==> src/rtl/dm_arb_pkg.sv <==
// rtl/dm_arb_pkg.sv - shared types for the data-memory port arbiter.
package dm_arb_pkg;

    typedef enum logic [1:0] {
        ST_OPEN    = 2'd0,
        ST_LOCKED  = 2'd1,
        ST_RELEASE = 2'd2
    } state_e;

    typedef enum logic [1:0] {
        OWN_NONE = 2'd0,
        OWN_CPU  = 2'd1,
        OWN_DMA  = 2'd2
    } owner_e;

    localparam logic [3:0] BE_NONE = 4'b0000;

    typedef struct packed {
        logic        we;
        logic [31:0] addr;
        logic [31:0] wdata;
        logic [3:0]  be;
        logic        sgn;
    } req_t;

endpackage

==> src/rtl/dm_arb_sat_ctr.sv <==
// rtl/dm_arb_sat_ctr.sv - saturating up-counter with synchronous clear.
module dm_arb_sat_ctr #(
    parameter int unsigned W   = 8,
    parameter int unsigned MAX = 255
) (
    input  logic         clk,
    input  logic         resetb,
    input  logic         inc_i,
    input  logic         clr_i,
    output logic [W-1:0] cnt_o
);
    localparam logic [W-1:0] MAX_V = W'(MAX);

    logic [W-1:0] cnt_q;

    // Clear wins over increment.
    always_ff @(posedge clk or negedge resetb) begin
        if (!resetb) begin
            cnt_q <= '0;
        end else if (clr_i) begin
            cnt_q <= '0;
        end else if (inc_i && (cnt_q != MAX_V)) begin
            cnt_q <= cnt_q + 1'b1;
        end
    end

    assign cnt_o = cnt_q;

endmodule

==> src/rtl/dm_port_arbiter.sv <==
// rtl/dm_port_arbiter.sv - CPU/DMA arbiter for the MMU data-memory port.
// Optional stall counters are built when DM_ARB_PERF_EN is defined.
module dm_port_arbiter
    import dm_arb_pkg::*;
#(
    parameter int unsigned MAX_WAIT = 8,
    parameter int unsigned LOCK_MAX = 16
) (
    input  logic        clk,
    input  logic        resetb,
    input  logic        cpu_req,
    input  logic        cpu_we,
    input  logic [31:0] cpu_addr,
    input  logic [31:0] cpu_wdata,
    input  logic [3:0]  cpu_be,
    input  logic        cpu_signed,
    output logic        cpu_gnt,
    output logic        cpu_rvalid,
    output logic [31:0] cpu_rdata,
    input  logic        dma_req,
    input  logic        dma_we,
    input  logic [31:0] dma_addr,
    input  logic [31:0] dma_wdata,
    input  logic [3:0]  dma_be,
    input  logic        dma_signed,
    input  logic        dma_lock,
    output logic        dma_gnt,
    output logic        dma_rvalid,
    output logic [31:0] dma_rdata,
    output logic        mem_we,
    output logic [31:0] mem_addr,
    output logic [31:0] mem_wdata,
    output logic [3:0]  mem_be,
    output logic        mem_signed,
`ifdef DM_ARB_PERF_EN
    output logic [15:0] perf_cpu_stall,
    output logic [15:0] perf_dma_stall,
`endif
    input  logic [31:0] mem_rdata
);
    state_e     state_q, state_d;
    owner_e     owner_q, win, open_win;
    logic       we_q;
    logic [7:0] wait_cnt, lock_cnt;
    logic       dma_forced, lock_last;
    req_t       cpu_bundle, dma_bundle, mem_bundle;

    assign cpu_bundle = '{we: cpu_we, addr: cpu_addr, wdata: cpu_wdata, be: cpu_be, sgn: cpu_signed};
    assign dma_bundle = '{we: dma_we, addr: dma_addr, wdata: dma_wdata, be: dma_be, sgn: dma_signed};

    assign dma_forced = dma_req && (wait_cnt == 8'(MAX_WAIT));
    // True when the current DMA grant would be the last beat a lock may take.
    assign lock_last  = (({1'b0, lock_cnt} + 9'd1) == 9'(LOCK_MAX));

    always_comb begin
        open_win = OWN_NONE;
        if (cpu_req && !dma_forced) begin
            open_win = OWN_CPU;
        end else if (dma_req) begin
            open_win = OWN_DMA;
        end
    end

    always_comb begin
        win     = open_win;
        state_d = ST_OPEN;
        case (state_q)
            ST_LOCKED:  if (dma_req && dma_lock) win = OWN_DMA;
            ST_RELEASE: win = cpu_req ? OWN_CPU : OWN_NONE;
            default:    win = open_win;
        endcase
        // RELEASE never grants DMA, so a locked DMA grant always (re)enters or extends a lock.
        if ((win == OWN_DMA) && dma_lock) begin
            state_d = lock_last ? ST_RELEASE : ST_LOCKED;
        end
    end

    always_comb begin
        mem_bundle    = '0;
        mem_bundle.be = BE_NONE;
        case (win)
            OWN_CPU: mem_bundle = cpu_bundle;
            OWN_DMA: mem_bundle = dma_bundle;
            default: mem_bundle = '0;
        endcase
    end

    assign cpu_gnt    = (win == OWN_CPU);
    assign dma_gnt    = (win == OWN_DMA);
    assign mem_we     = mem_bundle.we;
    assign mem_addr   = mem_bundle.addr;
    assign mem_wdata  = mem_bundle.wdata;
    assign mem_be     = mem_bundle.be;
    assign mem_signed = mem_bundle.sgn;

    always_ff @(posedge clk or negedge resetb) begin
        if (!resetb) begin
            state_q <= ST_OPEN;
            owner_q <= OWN_NONE;
            we_q    <= 1'b0;
        end else begin
            state_q <= state_d;
            owner_q <= win;
            we_q    <= mem_bundle.we;
        end
    end

    assign cpu_rvalid = (owner_q == OWN_CPU);
    assign dma_rvalid = (owner_q == OWN_DMA);
    assign cpu_rdata  = (cpu_rvalid && !we_q) ? mem_rdata : 32'd0;
    assign dma_rdata  = (dma_rvalid && !we_q) ? mem_rdata : 32'd0;

    dm_arb_sat_ctr #(.W(8), .MAX(MAX_WAIT)) u_wait_ctr (
        .clk    (clk),
        .resetb (resetb),
        .inc_i  (dma_req && !dma_gnt),
        .clr_i  (!dma_req || dma_gnt),
        .cnt_o  (wait_cnt)
    );

    dm_arb_sat_ctr #(.W(8), .MAX(LOCK_MAX)) u_lock_ctr (
        .clk    (clk),
        .resetb (resetb),
        .inc_i  (state_d == ST_LOCKED),
        .clr_i  (state_d != ST_LOCKED),
        .cnt_o  (lock_cnt)
    );

`ifdef DM_ARB_PERF_EN
    dm_arb_sat_ctr #(.W(16), .MAX(16'hFFFF)) u_perf_cpu (
        .clk    (clk),
        .resetb (resetb),
        .inc_i  (cpu_req && !cpu_gnt),
        .clr_i  (1'b0),
        .cnt_o  (perf_cpu_stall)
    );

    dm_arb_sat_ctr #(.W(16), .MAX(16'hFFFF)) u_perf_dma (
        .clk    (clk),
        .resetb (resetb),
        .inc_i  (dma_req && !dma_gnt),
        .clr_i  (1'b0),
        .cnt_o  (perf_dma_stall)
    );
`endif

endmodule

==> config.mk <==
export PLATFORM = sky130hd
export DESIGN_NAME = dm_port_arbiter
export DESIGN_NICKNAME = d
export VERILOG_FILES = /design/src/rtl/dm_arb_pkg.sv /design/src/rtl/dm_arb_sat_ctr.sv /design/src/rtl/dm_port_arbiter.sv
export SDC_FILE = /design/constraint.sdc
export NUM_CORES = 1
export LEC_CHECK = 0
export CAP_MARGIN = 40
export CORE_AREA = 2 2 122 124
export CTS_CLUSTER_SIZE = 16
export DETAILED_ROUTE_END_ITERATION = 8
export DIE_AREA = 0 0 124 126
export GPL_ROUTABILITY_DRIVEN = 1
export SLEW_MARGIN = 20
export SYNTH_ARGS = -nofsm -noshare
export SYNTH_HDL_FRONTEND = slang
export SYNTH_SLANG_ARGS = --single-unit
==> constraint.sdc <==
create_clock -name clk -period 3.6 [get_ports clk]
set_clock_uncertainty 0.2 [all_clocks]
set_input_delay 0.72 -clock clk [delete_from_list [all_inputs] [get_ports clk]]
set_output_delay 0.72 -clock clk [all_outputs]
set_load 0.03 [all_outputs]
## Word level (Yosys, flattened, before mapping)

Cells that the tools add are included.

- Output and inout port bits: 138
- Register bits after elaboration: 21
- Input port bits: 177
- Logic and storage cells: 50

- Mux-type cells: 14
- Add/sub/neg operators: 3
- Reduce and logical (&&, ||, !) cells: 16
- Equal/unequal tests: 12

Operators by type and width:

| kind | number |
|---|---|
| $pmux 70 s2 | 1 |
| $mux 32 | 2 |
| $mux 8 | 4 |
| $add 8x1->8 const B | 2 |
| $mux 2 | 5 |
| $add 8x1->9 const B | 1 |
| $eq 9x5->1 const B | 1 |
| $logic_and 1x1->1 | 9 |
| $eq 2x1->1 const B | 4 |
| $eq 8x4->1 const B | 1 |
| $ne 8x4->1 const B | 1 |
| $ne 8x5->1 const B | 1 |
| $eq 2x2->1 const B | 3 |
| $logic_not 1->1 | 4 |
| $pmux 2 s2 | 1 |
| $reduce_bool 2->1 | 2 |
| $ne 2x1->1 const B | 1 |
| $logic_or 1x1->1 | 1 |
| $mux 1 | 1 |

## Depth between registers and ports, before layout

- Word-level depth: 14
- Mapped depth: 10
- Mapped depth without buffers: 9

## By module

A second synthesis with hierarchy kept.

- Cells, all modules: 362
- Area total of the unflattened synthesis: 2607.5 µm²

By module, submodules not included:

| module | area each (µm²) | seq. area each (µm²) | instances | cells each |
|---|---|---|---|---|
| dm_port_arbiter | 1710.4 | 125.1 | 1 | 272 |
| dm_arb_sat_ctr (u_wait_ctr) | 450.4 | 200.2 | 1 | 45 |
| dm_arb_sat_ctr (u_lock_ctr) | 446.7 | 200.2 | 1 | 45 |

## Worst setup path before layout

No wires, ideal clock.

- Path type: flip-flop to output port
- Start point: register u_wait_ctr.cnt_q[6] (netlist: u_wait_ctr.cnt_o[6])
- End point: output port mem_we
- Arrival time: 2.768 ns
- Data required time: 2.680 ns
- Stages on the path, launching flop included: 10
- Path slack: -0.088 ns
- Cells stage by stage: dfrtp_1 -> nor4b_1 -> and3_1 -> a21oi_1 -> o21ai_0 -> ha_1 -> clkbuf_1 -> clkbuf_1 -> a22oi_1 -> nor2_1

- Longest elaborated chain between the ends: 9
- Elaborated cells between the ends (all ways): 10
- Those cells by class: 3 x eq/ne; 4 x mux; 3 x reduce/logical

Ends and longest elaborated chain:

| element | line | source |
|---|---|---|
| start: declaration | dm_arb_sat_ctr.sv:14 | `logic [W-1:0] cnt_q;` |
| start signal: assignment | dm_arb_sat_ctr.sv:23 | `cnt_q <= cnt_q + 1'b1;` |
| $eq 8x4->1 (*) | dm_port_arbiter.sv:51 | `assign dma_forced = dma_req && (wait_cnt == 8'(MAX_WAIT));` |
| $logic_and 1x1->1 (*) | dm_port_arbiter.sv:51 |  |
| $logic_not 1->1 (*) | dm_port_arbiter.sv:57 | `if (cpu_req && !dma_forced) begin` |
| $logic_and 1x1->1 (*) | dm_port_arbiter.sv:57 |  |
| $mux 2 (*) | dm_port_arbiter.sv:57 |  |
| $mux 2 | dm_port_arbiter.sv:68 | `ST_LOCKED: if (dma_req && dma_lock) win = OWN_DMA;` |
| $pmux 2 s2 (*) | dm_port_arbiter.sv:67 | `case (state_q)` |
| $eq 2x2->1 (*) | - |  |
| named net dma_gnt | dm_port_arbiter.sv:27 | `output logic dma_gnt,` |
| $pmux 70 s2 (*) | dm_port_arbiter.sv:81 | `case (win)` |
| end: declaration | dm_port_arbiter.sv:30 | `output logic mem_we,` |

Mark *: on every way through the listed nets, which the timed path passes. The rest lies on a longest branch.

## Final worst setup path

- Start point: register u_wait_ctr.cnt_q[6] (netlist: u_wait_ctr.cnt_o[6])
- End point: output port mem_wdata[15]

- Longest elaborated chain between the ends: 9
- Elaborated cells between the ends (all ways): 10
- Those cells by class: 3 x eq/ne; 4 x mux; 3 x reduce/logical

Ends and longest elaborated chain:

| element | line | source |
|---|---|---|
| $eq 8x4->1 (*) | dm_port_arbiter.sv:51 |  |
| $logic_and 1x1->1 (*) | dm_port_arbiter.sv:51 |  |
| $logic_not 1->1 (*) | dm_port_arbiter.sv:57 |  |
| $logic_and 1x1->1 (*) | dm_port_arbiter.sv:57 |  |
| $mux 2 (*) | dm_port_arbiter.sv:57 |  |
| $mux 2 | dm_port_arbiter.sv:68 |  |
| $pmux 2 s2 (*) | dm_port_arbiter.sv:67 |  |
| $eq 2x2->1 or $eq 2x1->1 (tied branches) | dm_port_arbiter.sv:81 |  |
| $pmux 70 s2 (*) | dm_port_arbiter.sv:81 |  |
| end: declaration | dm_port_arbiter.sv:32 | `output logic [31:0] mem_wdata,` |

Every way passes the cells marked *; elsewhere a longest branch is shown, timed or not.

==> results.json <==
{
  "antenna_found_initial": 0,
  "start_util": 0.1760,
  "hp-start": "u_wait_ctr.cnt_o[5]",
  "ant_nets": 0,
  "finalSetupViolCount": 0,
  "status": "finished clean",
  "yosysWarnings": 0,
  "final_hold_viol_count": 0,
  "gp_congestion": 0.9111,
  "syn_nets": 541,
  "relSlewSlack": 0.6705,
  "critPathCaptureType": "primary output",
  "finalPower_mw": 1.417,
  "port-buffer-count": 314,
  "clkPwrFrac": 0.166,
  "p_int_mw": 0.8623,
  "power-per-cell-area_nw_per_um2": 216.7,
  "dieArea_um2": 15620,
  "cts_buffer_depth": 2,
  "critPathKind": "reg2out",
  "power.switching_mw": 0.5552,
  "cp-start-kind": "flip-flop",
  "drive_gt1_frac": 0.2908,
  "slowest_delay_ns": 0.42,
  "regArea_um2": 525.5,
  "syn_area_um2": 2520,
  "die_y_um": 126,
  "syn_avg_cell_area_um2": 7.118,
  "r2r_cells": 10,
  "clkLatencyLatePin_ns": 0.25,
  "num_vias": 3873,
  "cap_violations": 0,
  "cp.arrival_ns": 2.56,
  "grt_max_degree": 52,
  "required_ns": 2.68,
  "cp_slowest_cell": "dfrtp_1",
  "syn-instance-count": 354,
  "dp_hpwl_um": 11820,
  "seqPwrFrac": 0.174,
  "fillerInstances": 1355,
  "async_flop_share": 1.000,
  "synthFlopType": "dfrtp_1",
  "p_leak_nw": 2.634,
  "hold_path.class": "reg2reg",
  "diodes": 0,
  "ys_seq_area_frac": 0.2085,
  "whs_ns": 0.3937,
  "wirelength_um": 15400,
  "grt_util_all_layers": 0.1722,
  "r2r-start": "u_wait_ctr.cnt_o[6]",
  "dr.pass1.iters": 4,
  "num_rows": 44,
  "ys_ff_latch": 21,
  "post-route-period-util": 0.9656,
  "worst_pin_slew_ns": 0.4927,
  "core_um2": 14310,
  "grt_first_pass_wirelength_um": 20930,
  "die_x_um": 124,
  "cp_max_fo": 8,
  "fmax_mhz": 287.7,
  "path_cells": "nor4b_2 > and3_4 > a21oi_1 > o21ai_1 > buf_4 > ha_4 > clkbuf_16 > a22oi_1 > nor2_2 > buf_12",
  "cts_max_level": 1,
  "clkTransAtPathRegs_ns": 0.06,
  "slew_violations": 0,
  "cts_buffers": 3,
  "cts-root-buf": "clkbuf_16",
  "gr-total-overflow": 0,
  "fin_crit_ns": 3.476,
  "layout.nets": 862,
  "rrSetupSlack_ns": 0.85,
  "multiInputGateArea_um2": 2103,
  "area_growth_pct": 159.5,
  "viasPerCell": 4.514,
  "drc": 0,
  "routedWlPerCell_um": 17.94,
  "min_to": "u_wait_ctr.cnt_o[5]",
  "drt_iter0_drc": 116,
  "synth_edf_count": 0,
  "netSwitchingFraction": 0.3917,
  "cts_tree": "built",
  "yosys.cell_types.count": 31,
  "irDropWorstVdd_uv": 205.3,
  "grt_pass1_vias": 3768,
  "holdPathStages": 2,
  "io_pins": 315,
  "cts.sinks": 21,
  "rr_endpoint": "u_wait_ctr.cnt_o[7]",
  "combPwrFrac": 0.660
}
[power by group through the flow]
stage               combinational, mW  sequential [mW]  clock [mW]
CTS                             0.901            0.247       0.242
global placement                0.883            0.251           0
finish                          0.935            0.247       0.235
detailed placement              0.887            0.251           0
floorplan                       0.400            0.250           0
global route                    0.990            0.248       0.254
[registers in the layout (all words and copies together) (netlist names)]
name and cells:
u_lock_ctr.cnt_o 8, u_wait_ctr.cnt_o 8, owner_q 2, we_q 1, state_q 2
[cells by family (layout without fill, tap and decap cells)]
group	Yosys count	count (layout)	synth area share
flops	21	21	0.2085
compound gates	82	82	0.2468
xor+xnor	14	14	0.04866
buf+inv	39	359	0.05809
fa+ha+maj	10	10	0.04965
simple gates	186	186	0.3803
mux	2	2	0.007945
[layout by cell type (no fill, tap or decap), types with 6 or more instances in the layout]
cell	count
nor2_1	12
xor2_1	7
xnor2_1	7
nand3_1	7
clkdlybuf4s50_1	238
ha_1	7
and2_1	65
buf_12	18
inv_1	9
a22oi_1	64
buf_4	75
a22oi_2	6
nor2_2	69
clkbuf_16	8
nor2b_1	9
dfrtp_1	21
[layer usage]
metal / up-vias / track usage / share of wire
met5: - / 0 / 0
met4: 0 / 0.02115 / 0.011
met3: 12 / 0.03351 / 0.078
met2: 208 / 0.3387 / 0.55
met1: 1781 / 0.1919 / 0.36
li1: 1872 / - / -
[synth_stat cells (all sizes together), types with 3 or more instances]
cell type	count	area [um2]
nor2	81	304.0
nor3	4	20.02
inv	9	33.78
and3	5	37.54
xnor2	7	61.31
xor2	7	61.31
nor2b	9	56.30
clkbuf	30	112.6
nand2	4	15.01
nand4	3	18.77
a22oi	70	525.5
ha	10	125.1
dfrtp	21	525.5
nand3	7	35.03
o21ai	4	20.02
a21oi	3	15.01
and2	65	406.6
[repair_timing]
item,in CTS,in global routing
hold buffers,0,0
endpoints found under the setup margin,61,70
gates resized for setup,7,15
setup buffers,0,4
hold endpoints to repair,0,0
cloned,1,7
pin swaps,1,5
[cell type report]
| class | count | share of cell area |
|---|---|---|
| clock buffers | 3 | 0.01148 |
| clock inverters | 1 | 0.0007653 |
| inverters | 9 | 0.005165 |
| multi-input cells | 294 | 0.3216 |
| flip-flops and latches | 21 | 0.08035 |
| well taps | 184 | 0.03520 |
| repair buffers | 346 | 0.5454 |
[worst max path at each step]
| stage | start | end | slack, ns | cells after the start |
|---|---|---|---|---|
| floorplan | u_wait_ctr.cnt_o[6] | mem_we | 0.04 | 9 |
| global placement | dma_lock | mem_wdata[8] | -0.09 | 11 |
| detailed placement | dma_lock | mem_wdata[22] | -0.08 | 11 |
| CTS | dma_lock | mem_addr[28] | -0.02 | 10 |
| global route | u_wait_ctr.cnt_o[6] | mem_wdata[15] | -0.04 | 10 |
| finish | u_wait_ctr.cnt_o[6] | mem_wdata[15] | 0.12 | 10 |
[worst max-delay path: cells and delay by family (launching register included)]
family	cells	cell delay [ns]
compound gates	3	0.30
flops	1	0.42
simple gates	3	0.77
fa+ha+maj	1	0.30
buf+inv	3	0.51
[through the flow]
| step | setup slack (ns) | cell area, um2 | setup TNS, ns | util | cells |
|---|---|---|---|---|---|
| after floorplan | 0.04046 | 2693 | 0 | - | 354 |
| after global placement | -0.09131 | 6143 | -3.610 | 0.4292 | 841 |
| after global routing | -0.04018 | 6540 | -0.08490 | 0.4569 | 858 |
| after detailed placement | -0.08085 | 6158 | -2.108 | 0.4302 | 842 |
| after CTS | -0.02411 | 6300 | -0.1649 | 0.4401 | 847 |
| final | 0.1239 | 6540 | 0 | 0.4569 | 858 |
Power figures use the tool's default switching activity.
